--- src/rtl/control_hazard_unit.sv ---
// control_hazard_unit
//   Decodes the ID instruction into the control bundle, registers it into ID/EX,
//   and resolves pipeline hazards: load-use bubbles, branch/jump flushes, and
//   stalls while the fixed-latency mult/div unit is busy.
// Ports:
//   clk, reset            pipeline clock, synchronous active-high reset
//   enable                global advance; 0 holds every register
//   opcode, funct         ID instruction fields [31:26] and [5:0]
//   id_rs, id_rt          ID source register fields
//   branch_taken          branch resolved taken in EX
//   stall, flush_ifid     combinational PC/IF-ID hold and IF-ID clear
//   ex_*                  registered ID/EX control bundle and rt
//   md_busy               mult/div latency counter non-zero
module control_hazard_unit #(
  parameter int unsigned REG_W   = 5,
  parameter int unsigned ALUOP_W = 2,
  parameter int unsigned MD_LAT  = 4
) (
  input  logic               clk,
  input  logic               reset,
  input  logic               enable,
  input  logic [5:0]         opcode,
  input  logic [5:0]         funct,
  input  logic [REG_W-1:0]   id_rs,
  input  logic [REG_W-1:0]   id_rt,
  input  logic               branch_taken,
  output logic               stall,
  output logic               flush_ifid,
  output logic               ex_regdst,
  output logic               ex_branch,
  output logic               ex_memread,
  output logic               ex_memtoreg,
  output logic               ex_memwrite,
  output logic               ex_alusrc,
  output logic               ex_regwrite,
  output logic               ex_jump,
  output logic               ex_shiftc,
  output logic [ALUOP_W-1:0] ex_aluop,
  output logic [REG_W-1:0]   ex_rt,
  output logic               md_busy
);

  // Bundle order: {regdst, branch, memread, memtoreg, memwrite, alusrc, regwrite, jump, shiftc}
  logic [8:0]         ctrl_d, ctrl_q;
  logic [ALUOP_W-1:0] aluop_d, aluop_q;
  logic [REG_W-1:0]   rt_q;
  logic [3:0]         md_cnt_q;

  logic is_rtype, uses_rt, md_op, hilo_rd;
  logic load_use, md_haz, issue;

  assign is_rtype = (opcode == 6'b000000);

  always_comb begin
    ctrl_d  = 9'b0;
    aluop_d = '0;
    uses_rt = 1'b0;
    unique case (opcode)
      6'b000000: begin
        ctrl_d[8] = 1'b1;
        ctrl_d[2] = 1'b1;
        ctrl_d[0] = (funct == 6'b000000) || (funct == 6'b000010) || (funct == 6'b000011);
        aluop_d   = ALUOP_W'(2'b10);
        uses_rt   = 1'b1;
      end
      6'b100011, 6'b100000, 6'b100001, 6'b100111, 6'b100100, 6'b100101: begin
        ctrl_d = 9'b001101100;
      end
      6'b101011, 6'b101001, 6'b101000: begin
        ctrl_d  = 9'b000011000;
        uses_rt = 1'b1;
      end
      6'b001100, 6'b001101, 6'b001110, 6'b001000, 6'b001010, 6'b001111: begin
        ctrl_d  = 9'b000001100;
        aluop_d = ALUOP_W'(2'b10);
      end
      6'b000100, 6'b000101: begin
        ctrl_d  = 9'b010000000;
        aluop_d = ALUOP_W'(2'b01);
        uses_rt = 1'b1;
      end
      6'b000010: begin
        ctrl_d = 9'b000000010;
      end
      default: ;
    endcase
  end

  assign md_op   = is_rtype && (funct[5:2] == 4'b0110);
  assign hilo_rd = is_rtype && ((funct == 6'b010000) || (funct == 6'b010010));

  assign load_use = ex_memread && (rt_q != '0) &&
                    ((rt_q == id_rs) || (uses_rt && (rt_q == id_rt)));
  assign md_haz   = md_busy && (md_op || hilo_rd);

  assign flush_ifid = branch_taken || ex_jump;
  assign stall      = (load_use || md_haz) && !flush_ifid;
  // Instruction actually enters EX this edge.
  assign issue      = enable && !flush_ifid && !stall;

  always_ff @(posedge clk) begin
    if (reset) begin
      ctrl_q   <= '0;
      aluop_q  <= '0;
      rt_q     <= '0;
      md_cnt_q <= '0;
    end else if (enable) begin
      if (issue) begin
        ctrl_q  <= ctrl_d;
        aluop_q <= aluop_d;
        rt_q    <= id_rt;
      end else begin
        ctrl_q  <= '0;
        aluop_q <= '0;
        rt_q    <= '0;
      end
      if (issue && md_op) begin
        md_cnt_q <= 4'(MD_LAT);
      end else if (md_cnt_q != 4'd0) begin
        md_cnt_q <= md_cnt_q - 4'd1;
      end
    end
  end

  assign {ex_regdst, ex_branch, ex_memread, ex_memtoreg, ex_memwrite,
          ex_alusrc, ex_regwrite, ex_jump, ex_shiftc} = ctrl_q;
  assign ex_aluop = aluop_q;
  assign ex_rt    = rt_q;
  assign md_busy  = (md_cnt_q != 4'd0);

endmodule

--- config.mk ---
export PLATFORM = sky130hd
export DESIGN_NAME = control_hazard_unit
export DESIGN_NICKNAME = d
export VERILOG_FILES = /design/src/rtl/control_hazard_unit.sv
export SDC_FILE = /design/constraint.sdc
export NUM_CORES = 1
export LEC_CHECK = 0
export BUFFER_PORTS_ARGS = -buffer_cell sky130_fd_sc_hd__buf_2
export CAP_MARGIN = 25
export CORE_AREA = 2 2 54 56
export CTS_CLUSTER_DIAMETER = 100
export CTS_CLUSTER_SIZE = 40
export DETAILED_ROUTE_END_ITERATION = 10
export DIE_AREA = 0 0 56 58
export PLACE_DENSITY = 0.72
export SYNTH_ARGS = -nofsm -noshare
export SYNTH_HDL_FRONTEND = slang
export SYNTH_SLANG_ARGS = --single-unit
--- constraint.sdc ---
create_clock -name clk -period 2 [get_ports clk]
set_clock_uncertainty 0.15 [all_clocks]
set_input_delay 0.2 -clock clk [delete_from_list [all_inputs] [get_ports clk]]
set_output_delay 0.2 -clock clk [all_outputs]
set_load 0.02 [all_outputs]
==> impl_metrics.toml, run 1 <==
[outcome]
outcome = "complete, but fails checks"
violations = "setup timing"

[power_and_ir_drop]
leakage_nw = 0.7334
power_w = 0.001109
ir_drop_uv = 556.3
p_per_area_mw_per_mm2 = 709.0

[job]
max_cap_viol_count = 0

[global_routing]
antenna_found_initial = 0
grt.overflow.total = 0
gr-usage-all-layers_pct = 18.13
grt_max_degree = 16
grt_pass1_wl_mm = 4.767
grt_pass1_vias = 1108

[clocking]
cts_tree = "built"
h-tree-depth = 1
clock_latency_ns = 0.31
max-clock-path-buffers = 2
cts-buffers-inserted = 3
clockRootBuffer = "clkbuf_4"
clk_pin_slew_ns = 0.12
cts.sinks = 19

[die]
core_area_mm2 = 0.002663
initial_core_util_pct = 39.94
dieHeight_um = 58
die_w_um = 56
rows = 19
ioPinCount = 45
die-area_mm2 = 0.003248

[detailed_routing]
drt_iter0_markers = 22
vias_per_cell = 5.474
firstDrtPassIters = 4
drc = 0
vias = 1166
ant_nets = 0
finalWirelength_mm = 2.890
wl_per_cell_um = 13.57

[critical_path]
end_kind = "primary output"
reg2reg_to = "ex_rt[0]"
regToRegStartpoint = "ex_rt[0]"
path_max_fanout = 3
crit_type = "reg2out"
worst_r2r_path_depth = 7
critical_path_arrival_ns = 1.86
crit_required_ns = 1.65
rrSetupSlack_ns = -0.07
crit_path_start_kind = "register"

[min_path]
min_to = "ctrl_q[7]"
hp-class = "in2reg"
min_from = "opcode[2]"
min_path_cells = 2

[sta]
slew_violations = 0
fin_crit_ns = 2.207
hold_viol = 0
finalSetupViolCount = 13
max_slew_margin_pct = 62.44
rsz0062_at_grt = "yes"
worst_slack_ns = -0.2067
worst_pin_slew_ns = 0.5614
clock.fmax_mhz = 453.2
fin_crit_sh_pct = 110.3
finalHoldWorstSlack_ns = 0.06631

[synth]
postSynthAreaPerCell_um2 = 8.717
syn_area_mm2 = 0.001064
synth-seq-cells = 19
yosys-top-cells-area = "dfxtp_1, a22o_1, xnor2_1"
synth_edf_count = 0
synth_ff_type = "dfxtp_1"
synth_top_area_share_pct = 35.76
syn_inst = 122
synth_largest_area_cell = "dfxtp_1"
async_reset_ff_share_pct = 0
ys_warn_count = 0
synthesis.nets = 150
ys_seq_area_share_pct = 35.76
yosysUniqueCellTypes = 41

[cells_and_area]
final_cells = 213
fin_nets = 211
area_growth_pct = 47.06
antenna_cells = 0
layout-drive-gt1-share_pct = 43.96

[place]
hpwl_mm = 2.027
gp_congestion = 0.8080
dp_slack_ns = 0.09482
portBuffers = 44
dp_cells = 196
area by class of cell:
| cell class | instances | area [um2] |
|---|---|---|
| clock buffers | 3 | 22.52 |
| clock inverters | 1 | 7.507 |
| fillers | 255 | 1099 |
| inverters | 6 | 22.52 |
| multi-input cells | 89 | 686.9 |
| flip-flops and latches | 19 | 390.4 |
| well taps | 31 | 38.79 |
| repair buffers | 64 | 395.4 |
sequential cells by signal (all words and copies together) (netlist names):
signal and cells:
ex_rt 5, ctrl_q 8, md_cnt_q 4, ex_aluop 2
cell usage after synthesis (2+ instances only):
master	number
dfxtp_1	19
nor2_1	13
a22o_1	9
xnor2_1	8
inv_1	6
nand2_1	6
a21oi_1	5
a32o_1	5
nand3_1	4
nor3_1	4
nor4_1	4
clkbuf_1	3
xor2_1	3
and3_1	2
buf_2	2
buf_4	2
ha_1	2
nand2b_1	2
worst max-delay path: stages, from the launching register on:
cell and delay, ns:
dfxtp_4 0.36, or4_4 0.54, o21ai_4 0.21, nor4_4 0.09, nor2_2 0.15, a21oi_2 0.07
buf_4 0.15
where the power goes:
| group | total [W] | internal [W] | switching, W | leakage, nW |
|---|---|---|---|---|
| combinational | 0.000455 | 0.000204 | 0.000251 | 0.562 |
| clock | 0.000207 | 0.0000762 | 0.000131 | 0.0139 |
| sequential | 0.000447 | 0.000418 | 0.0000287 | 0.157 |
metal layers:
metal / global-route usage [%] / up-vias / share of wire [%]
met2: 31.43 / 45 / 48
met3: 3.125 / 6 / 5.7
met5: 0 / - / 0
li1: - / 572 / -
met1: 23.34 / 543 / 44
met4: 5.102 / 0 / 1.9
kinds of logic after synthesis:
kind of cell / share of synthesized area [%]
AOI/OAI and AO/OA: 23.88
buffers and inverters: 6.588
xor gates and xnor gates: 9.060
DFF: 35.76
and+or+nand+nor: 22.36
adders and majority gates: 2.353
worst max-delay path by stage:
stage	startpoint	to	depth (start not counted)
floorplan	ex_rt[4]	stall	5
global placement	ex_rt[0]	stall	6
detailed placement	md_cnt_q[1]	ctrl_q[1]	8
CTS	ex_rt[4]	stall	6
global route	ex_rt[0]	stall	6
finish	ex_rt[0]	stall	6
timing repair:
action	CTS	global route
setup buffers	4	2
endpoints found under the setup margin	1	16
pin swaps	3	15
endpoints found under the hold margin	7	0
resized for setup	10	9
hold buffers	6	0
stage by stage:
| step | setup TNS (ns) | cell area (um2) | utilization (%) |
|---|---|---|---|
| after floorplan | 0 | 1096 | - |
| after global placement | 0 | 1350 | 50.70 |
| after detailed placement | 0 | 1350 | 50.70 |
| after CTS | -0.2249 | 1510 | 56.72 |
| after global routing | -1.506 | 1564 | 58.74 |
| final | -0.8249 | 1564 | 58.74 |
placed cells by master, fill, tap and decap left out, drive strengths merged, types with 3 or more instances in the layout:
master,instances
buf,58
dfxtp,19
nor2,13
a22o,9
xnor2,8
nand2,6
dlygate4sd3,6
inv,6
a32o,5
a21oi,5
nor3,5
nand3,4
nor4,4
xor2,3
clkbuf,3
Power figures use the tool's default switching activity.
==> run 2: changes to the inputs <==
CORE_AREA = 2 2 53 55   (was 2 2 54 56)
CTS_BUF_LIST = sky130_fd_sc_hd__clkbuf_8   (was unset)
DIE_AREA = 0 0 55 57   (was 0 0 56 58)
PLACE_DENSITY = 0.74   (was 0.72)
==> run 2 against run 1 <==
Against the previous run: the run still ends with setup timing left; hold slack got worse by 0.045 ns; clock power increased by 29%; die area decreased by 3.5%; combinational power increased by 4%; critical endpoint unchanged; largest cell class unchanged; largest power group unchanged.
==> impl_metrics.toml, run 2 (same netlist as run 1, synthesis figures left out) <==
[outcome]
outcome = "complete, but fails checks"
violations = "setup timing"

[cells_and_area]
final_cells = 207
layout-drive-gt1-share_pct = 44.89
layout_common_cells = "buf_2, dfxtp_1, buf_4, nor2_1, a22o_1"
area_growth_pct = 44.00
largest_reg_flops = 8
regMostFlops = "ctrl_q"
final_core_util_pct = 58.56
antenna_cells = 0
final_common_cell = "buf_2"
fin_nets = 205

[critical_path]
critical_path_arrival_ns = 1.75
cpPeakStageDelay_ns = 0.49
crit_type = "reg2out"
cp_top_family = "simple AND/OR/NAND/NOR gates"
path_cells = "or4_4 > o21ai_4 > nor4_4 > nor2_2 > a21oi_2 > buf_6"
reg2reg_to = "ex_aluop[0]"
critPathSlowestCell = "or4_4"
end_kind = "primary output"
critical_path_buf_inv_count = 1
crit_path_start_kind = "register"
path_max_fanout = 4
rrSetupSlack_ns = -0.04
regToRegStartpoint = "ex_rt[1]"
crit_required_ns = 1.65
worst_r2r_path_depth = 7

[min_path]
min_from = "reset"
min_to = "md_cnt_q[0]"
min_path_cells = 2
hp-class = "in2reg"

[place]
hpwl_mm = 2.088
dp_cells = 199
portBuffers = 44
gp_congestion = 0.7324

[clocking]
clock_latency_ns = 0.26
cts_tree = "built"
max-clock-path-buffers = 2
h-tree-depth = 1
clk_pin_slew_ns = 0.07
cts.sinks = 19
clockRootBuffer = "clkbuf_8"
cts-buffers-inserted = 3
hold_buffers = 0

[detailed_routing]
drc = 0
vias_per_cell = 5.338
firstDrtPassIters = 4
ant_nets = 0
vias = 1105
drt_iter0_markers = 10
wl_per_cell_um = 13.51
finalWirelength_mm = 2.796

[global_routing]
grt.overflow.total = 0
grt_max_degree = 16
grt_pass1_vias = 1068
antenna_found_initial = 0
grt_pass1_wl_mm = 4.422
gr-usage-all-layers_pct = 18.59

[sta]
rsz0062_at_grt = "yes"
fin_crit_ns = 2.096
max_slew_margin_pct = 71.62
fin_crit_sh_pct = 104.8
worst_slack_ns = -0.09568
finalSetupViolCount = 7
worst_pin_slew_ns = 0.4218
clock.fmax_mhz = 477.2
slew_violations = 0
hold_viol = 0

[die]
ioPinCount = 45
dieHeight_um = 57
core_area_mm2 = 0.002615
rows = 19
die-area_mm2 = 0.003135
initial_core_util_pct = 40.67
die_w_um = 55

[job]
max_cap_viol_count = 0

[power_and_ir_drop]
ir_drop_uv = 737.7
p_per_area_mw_per_mm2 = 777.1
leakage_nw = 0.7211
## run 2: how the worst max path moves through the flow
stage                 from          end  slack [ns]  depth (start not counted)
6_report          ex_rt[1]        stall        -0.1                          6
5_1_grt           ex_rt[4]        stall       -0.18                          7
4_1_cts           ex_rt[4]        stall       -0.13                          6
3_5_place_dp   md_cnt_q[1]  ex_aluop[0]        0.03                          8
3_3_place_gp      ex_rt[1]        stall        0.09                          6
2_1_floorplan     ex_rt[4]        stall        0.02                          5
## run 2: stage by stage
stage	setup TNS [ns]	power [W]	instance area [um2]	setup slack, ns	hold slack, ns
floorplan	0	0.0007750	1096	0.02407	0.1221
global placement	0	0.0008502	1373	0.09079	0.2876
detailed placement	0	0.0008684	1373	0.02521	0.2930
CTS	-0.1427	0.001157	1481	-0.1316	0.03274
global route	-0.9936	0.001257	1531	-0.1763	0.03578
finish	-0.1891	0.001190	1531	-0.09568	0.02168
## run 2: cell type report
| type | count | area (um2) |
|---|---|---|
| multi-input cells | 89 | 701.9 |
| clock inverters | 1 | 3.754 |
| clock buffers | 3 | 41.29 |
| inverters | 6 | 22.52 |
| fillers | 244 | 1084 |
| well taps | 31 | 38.79 |
| repair buffers | 58 | 335.3 |
| flip-flops and latches | 19 | 387.9 |
## run 2: layer usage
metal  vias to the layer above  GRT usage [%]  routed length (um)
li1                        558              -                   -
met1                       500          22.33                1142
met2                        42          32.48                1437
met3                         5          3.927                 189
met4                         0          5.226                  26
met5                         -              0                   0
## run 2: repair_timing
item,4_1_cts,5_1_grt
gates resized for setup,11,9
pin swaps,4,10
setup buffers,2,2
cloned,0,0
setup endpoints to repair,1,18
## run 2: power by group
part / switching, W / total, W / internal (W)
Combinational: 0.000254 / 0.000473 / 0.000218
Clock: 0.000131 / 0.000267 / 0.000137
Sequential: 0.0000323 / 0.000450 / 0.000418
## run 2: worst reg2reg max path: stages, from the launching register on
cell and delay [ns]:
dfxtp_4 0.36, or4_4 0.49, o21ai_4 0.20, nor4_4 0.08, buf_4 0.15, nor3_4 0.21, buf_6 0.17, a32o_1 0.17
